`config.mk`:
```
export PLATFORM = sky130hd
export DESIGN_NAME = decode_execute_pipe
export DESIGN_NICKNAME = d
export VERILOG_FILES = /design/src/rtl/decode_execute_pipe.sv
export SDC_FILE = /design/constraint.sdc
export NUM_CORES = 2
export LEC_CHECK = 0
export BUFFER_PORTS_ARGS = -buffer_cell sky130_fd_sc_hd__buf_2
export CAP_MARGIN = 25
export CORE_ASPECT_RATIO = 1.2
export CORE_MARGIN = 2
export CORE_UTILIZATION = 50
export CTS_BUF_LIST = sky130_fd_sc_hd__clkbuf_2 sky130_fd_sc_hd__clkbuf_4 sky130_fd_sc_hd__clkbuf_8
export CTS_CLUSTER_DIAMETER = 80
export DETAILED_ROUTE_END_ITERATION = 6
export PLACE_DENSITY = 0.65
export SLEW_MARGIN = 25
export SYNTH_ARGS = -nofsm -noshare
export SYNTH_HDL_FRONTEND = slang
export SYNTH_SLANG_ARGS = --single-unit
```
`constraint.sdc`:
```
create_clock -name clk -period 113.8 [get_ports clk]
set_input_delay 17.07 -clock clk [delete_from_list [all_inputs] [get_ports clk]]
set_output_delay 17.07 -clock clk [all_outputs]
set_load 0.005 [all_outputs]
```
`src/rtl/decode_execute_pipe.sv`:
```
// decode_execute_pipe: two-stage decode/execute unit.
// Stage D buffers one instruction word; stage E holds the registered ALU
// result. The register file is read combinationally from D and written on
// the same edge that moves the instruction into E, so dependent
// back-to-back instructions need no forwarding.
module decode_execute_pipe #(
  parameter int N    = 32,
  parameter int REGS = 32
) (
  input  logic         clk,
  input  logic         rst,
  input  logic         in_valid,
  output logic         in_ready,
  input  logic [31:0]  opcode,
  output logic         out_valid,
  input  logic         out_ready,
  output logic [N-1:0] result,
  output logic [4:0]   rd_out,
  output logic         illegal
);

  localparam int SHW = $clog2(N);
  localparam int IW  = (REGS > 1) ? $clog2(REGS) : 1;

  typedef enum logic [3:0] {
    OP_NOP  = 4'd0,
    OP_ADD  = 4'd1,
    OP_SUB  = 4'd2,
    OP_AND  = 4'd3,
    OP_OR   = 4'd4,
    OP_XOR  = 4'd5,
    OP_SHL  = 4'd6,
    OP_SHR  = 4'd7,
    OP_ADDI = 4'd8,
    OP_SLT  = 4'd9
  } op_e;

  // Stage D and stage E state
  logic         r_d_valid;
  logic [31:0]  r_d_op;
  logic         r_e_valid;
  logic [N-1:0] r_result;
  logic [4:0]   r_rd;
  logic         r_illegal;
  logic [N-1:0] r_regs [REGS];

  // Decoded fields of the instruction sitting in D
  logic [3:0]   w_op;
  logic [4:0]   w_rd;
  logic [4:0]   w_rs1;
  logic [4:0]   w_rs2;
  logic [12:0]  w_imm13;
  logic [N-1:0] w_imm;
  logic [N-1:0] w_a;
  logic [N-1:0] w_b;
  logic [N-1:0] w_alu;
  logic         w_illegal;
  logic         w_e_adv;
  logic         w_d_load;
  logic         w_wr_en;

  assign w_op    = r_d_op[31:28];
  assign w_rd    = r_d_op[27:23];
  assign w_rs1   = r_d_op[22:18];
  assign w_rs2   = r_d_op[17:13];
  assign w_imm13 = r_d_op[12:0];
  // Sign-extend (or truncate when N < 13) the immediate to the datapath width.
  assign w_imm   = N'($signed(w_imm13));

  assign w_e_adv  = r_d_valid && (!r_e_valid || out_ready);
  assign in_ready = !r_d_valid || w_e_adv;
  assign w_d_load = in_valid && in_ready;

  // Operand read: r0 and out-of-range indices read as zero.
  always_comb begin
    // NOTE: every combinational output gets a default first so no path leaves it unassigned (no latch).
    w_a = '0;
    w_b = '0;
    if (w_rs1 != 5'd0 && int'(w_rs1) < REGS) w_a = r_regs[w_rs1[IW-1:0]];
    if (w_rs2 != 5'd0 && int'(w_rs2) < REGS) w_b = r_regs[w_rs2[IW-1:0]];
  end

  // ALU: modulo-2^N arithmetic; undefined ops yield 0 and flag illegal.
  always_comb begin
    w_alu     = '0;
    w_illegal = 1'b0;
    case (w_op)
      OP_NOP:  w_alu = '0;
      OP_ADD:  w_alu = w_a + w_b;
      OP_SUB:  w_alu = w_a - w_b;
      OP_AND:  w_alu = w_a & w_b;
      OP_OR:   w_alu = w_a | w_b;
      OP_XOR:  w_alu = w_a ^ w_b;
      OP_SHL:  w_alu = w_a << w_b[SHW-1:0];
      OP_SHR:  w_alu = w_a >> w_b[SHW-1:0];
      OP_ADDI: w_alu = w_a + w_imm;
      OP_SLT:  w_alu = ($signed(w_a) < $signed(w_b)) ? N'(1) : '0;
      default: w_illegal = 1'b1;
    endcase
  end

  // Writeback only for defined, value-producing ops to an existing non-zero register.
  assign w_wr_en = w_e_adv && (w_op != OP_NOP) && !w_illegal &&
                   (w_rd != 5'd0) && (int'(w_rd) < REGS);

  // Register file write, committed on the edge the instruction enters E.
  always_ff @(posedge clk or posedge rst) begin
    if (rst) begin
      // NOTE: the register file is architecturally visible state, so it is cleared on reset like any other register.
      for (int i = 0; i < REGS; i++) r_regs[i] <= '0;
    end else if (w_wr_en) begin
      r_regs[w_rd[IW-1:0]] <= w_alu;
    end
  end

  // Pipeline registers: D loads on handshake, E loads on advance or drains on out_ready.
  always_ff @(posedge clk or posedge rst) begin
    if (rst) begin
      r_d_valid <= 1'b0;
      r_d_op    <= '0;
      r_e_valid <= 1'b0;
      r_result  <= '0;
      r_rd      <= '0;
      r_illegal <= 1'b0;
    end else begin
      // NOTE: non-blocking assignments so every register samples pre-edge values, letting D and E update in the same cycle.
      if (w_d_load) begin
        r_d_valid <= 1'b1;
        r_d_op    <= opcode;
      end else if (w_e_adv) begin
        r_d_valid <= 1'b0;
      end
      if (w_e_adv) begin
        r_e_valid <= 1'b1;
        r_result  <= w_alu;
        r_rd      <= w_rd;
        r_illegal <= w_illegal;
      end else if (out_ready) begin
        r_e_valid <= 1'b0;
      end
    end
  end

  assign out_valid = r_e_valid;
  assign result    = r_result;
  assign rd_out    = r_rd;
  assign illegal   = r_illegal;

endmodule

```
Word-level counts from Yosys, hierarchy flattened
Index checks and enable logic that the tools add are counted.
{"block": "classes", "add_sub_neg": 3, "order_cmp": 5, "eq_ne": 9, "n_shift": 2, "mux": 18, "bitwise_logic": 6, "n_reduce_logical": 18}
{"op": "$bwmux 1024", "n": 1}
{"op": "$bmux 32 s5", "n": 2}
{"op": "$pmux 32 s9", "n": 1}
{"op": "$mux 32", "n": 7}
{"op": "$demux 32 s5", "n": 1}
{"op": "$add 32x32->32", "n": 2}
{"op": "$and 32x32->32", "n": 1}
{"op": "$lt 32x32->1", "n": 1}
{"op": "$or 32x32->32", "n": 1}
{"op": "$shl 32x5->32", "n": 1}
{"op": "$shr 32x5->32", "n": 1}
{"op": "$sub 32x32->32", "n": 1}
{"op": "$xor 32x32->32", "n": 1}
{"op": "$ge 6x6->1 const B", "n": 3}
{"op": "$not 5->6", "n": 3}
{"op": "$eq 4x3->1 const B", "n": 4}
{"op": "$reduce_bool 5->1", "n": 3}
{"op": "$reduce_or 10->1", "n": 1}
{"op": "$eq 4x2->1 const B", "n": 2}
{"op": "$eq 4x4->1 const B", "n": 2}
{"op": "$logic_and 1x1->1", "n": 6}
{"op": "$lt 6x1->1 const B", "n": 1}
{"op": "$mux 1", "n": 6}
{"op": "$eq 4x1->1 const B", "n": 1}
{"op": "other kinds (5)", "n": 8}
{"block": "word_totals", "regBits": 1096, "inputBits": 36, "wordCells": 99}

Depth between registers and ports, before layout
{"block": "logic_depth", "ltp_word": 9, "ltp_mapped": 32}

Worst setup path before layout
No wires, ideal clock.
{"block": "synth_timing", "path_kind": "input to output", "start": "in out_ready", "end": "out in_ready", "arrival_ns": 17.249, "required_ns": 96.730, "slack_ns": 79.481, "stages": 1, "n_path_buf": 0, "path_cell_list": "nand3b_1"}
{"block": "synth_via", "elab_chain_len": 3}
{"element": "start: declaration", "line_no": "16", "source": "input logic out_ready,"}
{"element": "$logic_or 1x1->1", "line_no": "70", "source": "assign w_e_adv = r_d_valid && (!r_e_valid || out_ready);"}
{"element": "$logic_and 1x1->1", "line_no": "70"}
{"element": "$logic_or 1x1->1", "line_no": "71", "source": "assign in_ready = !r_d_valid || w_e_adv;"}
{"element": "end: declaration", "line_no": "13", "source": "output logic in_ready,"}
Every way passes these cells.

Worst setup path in the final report
Ends and elaborated chain as after synthesis.

==> impl_results.md <==
- Status: finished, violations left
- Failing checks: design-rule violations
- Synth Area per Inst: 10.81 um2
- Clock-pin slew on the worst setup and hold paths: 0.06 ns
- LEAKAGE: 31.51 nW
- Switching Fraction: 0.4067
- Maximum VDD drop: 0.01620 mV
- Layout overhead on the synthesized area: 8.627%
- Slew headroom: 0.3073
- Cell Int Power: 0.0009601 W
- # Post-CTS Setup Buffers: 0
- R2R depth: 25
- Final nets: 6189
- First-pass GRT wire length: 373100 um
- Die area: 0.1373 mm2
- Drt total wl: 255700 um
- Worst r2r src: r_d_op[15]
- Final Hold Fails: 0
- # IOs: 76
- Worst slew pin tran: 1.039 ns
- Largest area contributor in the netlist: dfrtp_1
- Kind of critical path: input pin to output pin
- Global Route Usage Sum: 0.3722
- RePlAce Congestion: 1.025
- Layout Utilization: 0.5463
- Yosys reg bits: 1096
- Max-slew violations: 0
- Mapped Area: 0.06715 mm2
- Worst setup EP type: output pin
- Worst-Skew Late Latency: 0.96 ns
- Vias/cell: 6.865
- Max Cap Viol: 0
- RSZ-0062 raised after global routing: false
- CP Max Fanout: 3
- Clock skew: 0.04938 ns
- Vias: 54844
- Post-synth top area share: 0.4084
- CTS tree: built
- CP required: 96.73 ns
- Critical R2R Capture: r_regs[351]
- EDFF count, synth: 0
- Antenna violations before repair: 12
- PwrDens: 22.18 mW/mm2
- Die height: 405.5 um
- Hold Path Stages: 0
- R2R setup slack: 104.34 ns
- CTS max path bufs: 3
- Post-Syn Nets: 6347
- Min cycle time layout: 34.61 ns
- Setup Viol. Count Final: 0
- Seq pwr share: 0.348
- Sequential-to-total area share from yosys stat: 0.4084
- Number of cell rows: 147
- Fraction of layout cells with a size suffix above 1: 0.2659
- HP Class: flop to flop
- Sink Count: 1096
- CTS Buf Count: 183
- Asr flop ratio synth: 1.000
- Comb power frac: 0.414
- Post-CTS Hold Buffers: 0
- Root buffer cell: clkbuf_8
- Data arrival, critical path: 17.54 ns
- Finished Layout Cells: 7989
- Setup_tns: 0 ns
- Synth unique cells: 121
- Hold Path End: r_regs[995]
- Post-CTS sizing: 0
- Drt pass-1 iters: 7
- Grt ovf: 0
- Setup crit start kind: input pin
- WL/cell: 32.01 um
- Psw: 0.0006582 W
- Dpl cells: 7653
- Count leader, synth: dfrtp_1
- Synthesized instance count: 6211
- Synth cell count leaders: 1096 x dfrtp_1, 749 x nand2_1, 518 x o21ai_0, 471 x nor2_1, 437 x mux4_2
- F_max: 28.89 MHz
- HPWL Detailed: 170000 um
- Initial Utilization: 0.5029
- Vias in the first global route: 53518
- Fin crit share: 0.3041
- # DRC: 5
- Largest net degree at the start of global routing: 144
- Post-detailed-route count of antenna-violating nets: 0
- Clock power frac: 0.237
- Core footprint: 0.1335 mm2
- Min-delay src: r_regs[995]
- H-tree depth: 4
- Synth Flop Type: dfrtp_1
- DRT iter0 DRCs: 6970
- Yosys warning count: 0
- Port Buffers: 75
- Dominant cells by area after synthesis: dfrtp_1 41%, mux4_2 15%, mux2_2 6.6%
- Chip width: 338.6 um
[registers in the layout, indices dropped and copies added, names as in the netlist]
signal	count
r_regs	1024
out_valid	1
rd_out	5
illegal	1
result	32
r_d_op	32
r_d_valid	1
[stage by stage]
stage | hold slack (ns) | total power, W | setup WS, ns | instance area, um2
final | 0.3818 | 0.001618 | 79.19 | 72950
after global routing | 0.3876 | 0.001691 | 79.17 | 72940
after CTS | 0.3808 | 0.001602 | 79.19 | 72860
after detailed placement | 0.3674 | 0.001219 | 79.19 | 68850
after global placement | 0.3666 | 0.001203 | 79.17 | 68800
after floorplan | 0.4284 | 0.001003 | 65.87 | 67150
[worst max-delay path by stage]
stage          startpoint        to  slack (ns)
6_report        out_ready  in_ready       79.19
5_1_grt         out_ready  in_ready       79.17
4_1_cts         out_ready  in_ready       79.19
3_5_place_dp    out_ready  in_ready       79.19
3_3_place_gp    out_ready  in_ready       79.17
2_1_floorplan         rst   illegal       65.87
[cells by family after synthesis]
kind of cell | synth area share
flops | 0.4084
mux | 0.2677
fa+ha+maj | 0.01975
simple gates | 0.1069
xor+xnor | 0.006391
buf+inv | 0.05126
compound gates | 0.1396
[worst max-delay path: stages]
cell	delay [ns]
buf_2	0.10
nand3b_1	0.21
buf_2	0.16
[per-layer routing]
metal	share of wire	global-route usage	wire, um
met1	0.39	0.4964	99370
met2	0.44	0.5571	113700
met3	0.10	0.09434	26680
met4	0.062	0.2080	15880
met5	0.00013	0	34
[power by group through the flow]
stage          clock network (W)  registers [W]  logic (W)
2_1_floorplan                  0       0.000541   0.000463
3_3_place_gp                   0       0.000559   0.000643
3_5_place_dp                   0       0.000566   0.000653
4_1_cts                 0.000388       0.000560   0.000655
5_1_grt                 0.000405       0.000575   0.000711
6_report                0.000384       0.000564   0.000671
[cell type report]
cell class	instances	area, um2
Antenna cell	4	10.01
Multi-Input combinational cell	4400	36850
Inverter	92	354.1
Timing Repair Buffer	280	2031
Sequential cell	1096	27450
Fill cell	11679	60580
Clock inverter	35	374.1
Clock buffer	294	3633
Tap cell	1788	2237
[layout by cell type (no fill, tap or decap), drive strengths merged, types with 24 or more instances in the layout]
cell	instances
or3	24
clkbuf	295
a21oi	196
nor2	473
a211oi	84
and3	26
dfrtp	1096
inv	92
a31oi	195
nand2	750
nor3	111
nor4	43
mux2i	219
mux4	476
ha	98
o21ai	572
nand4	28
xnor2	35
buf	279
o22ai	50
nand3	102
o221ai	27
o211ai	31
mux2	427
a22oi	34
a221oi	29
Power figures use the tool's default switching activity.
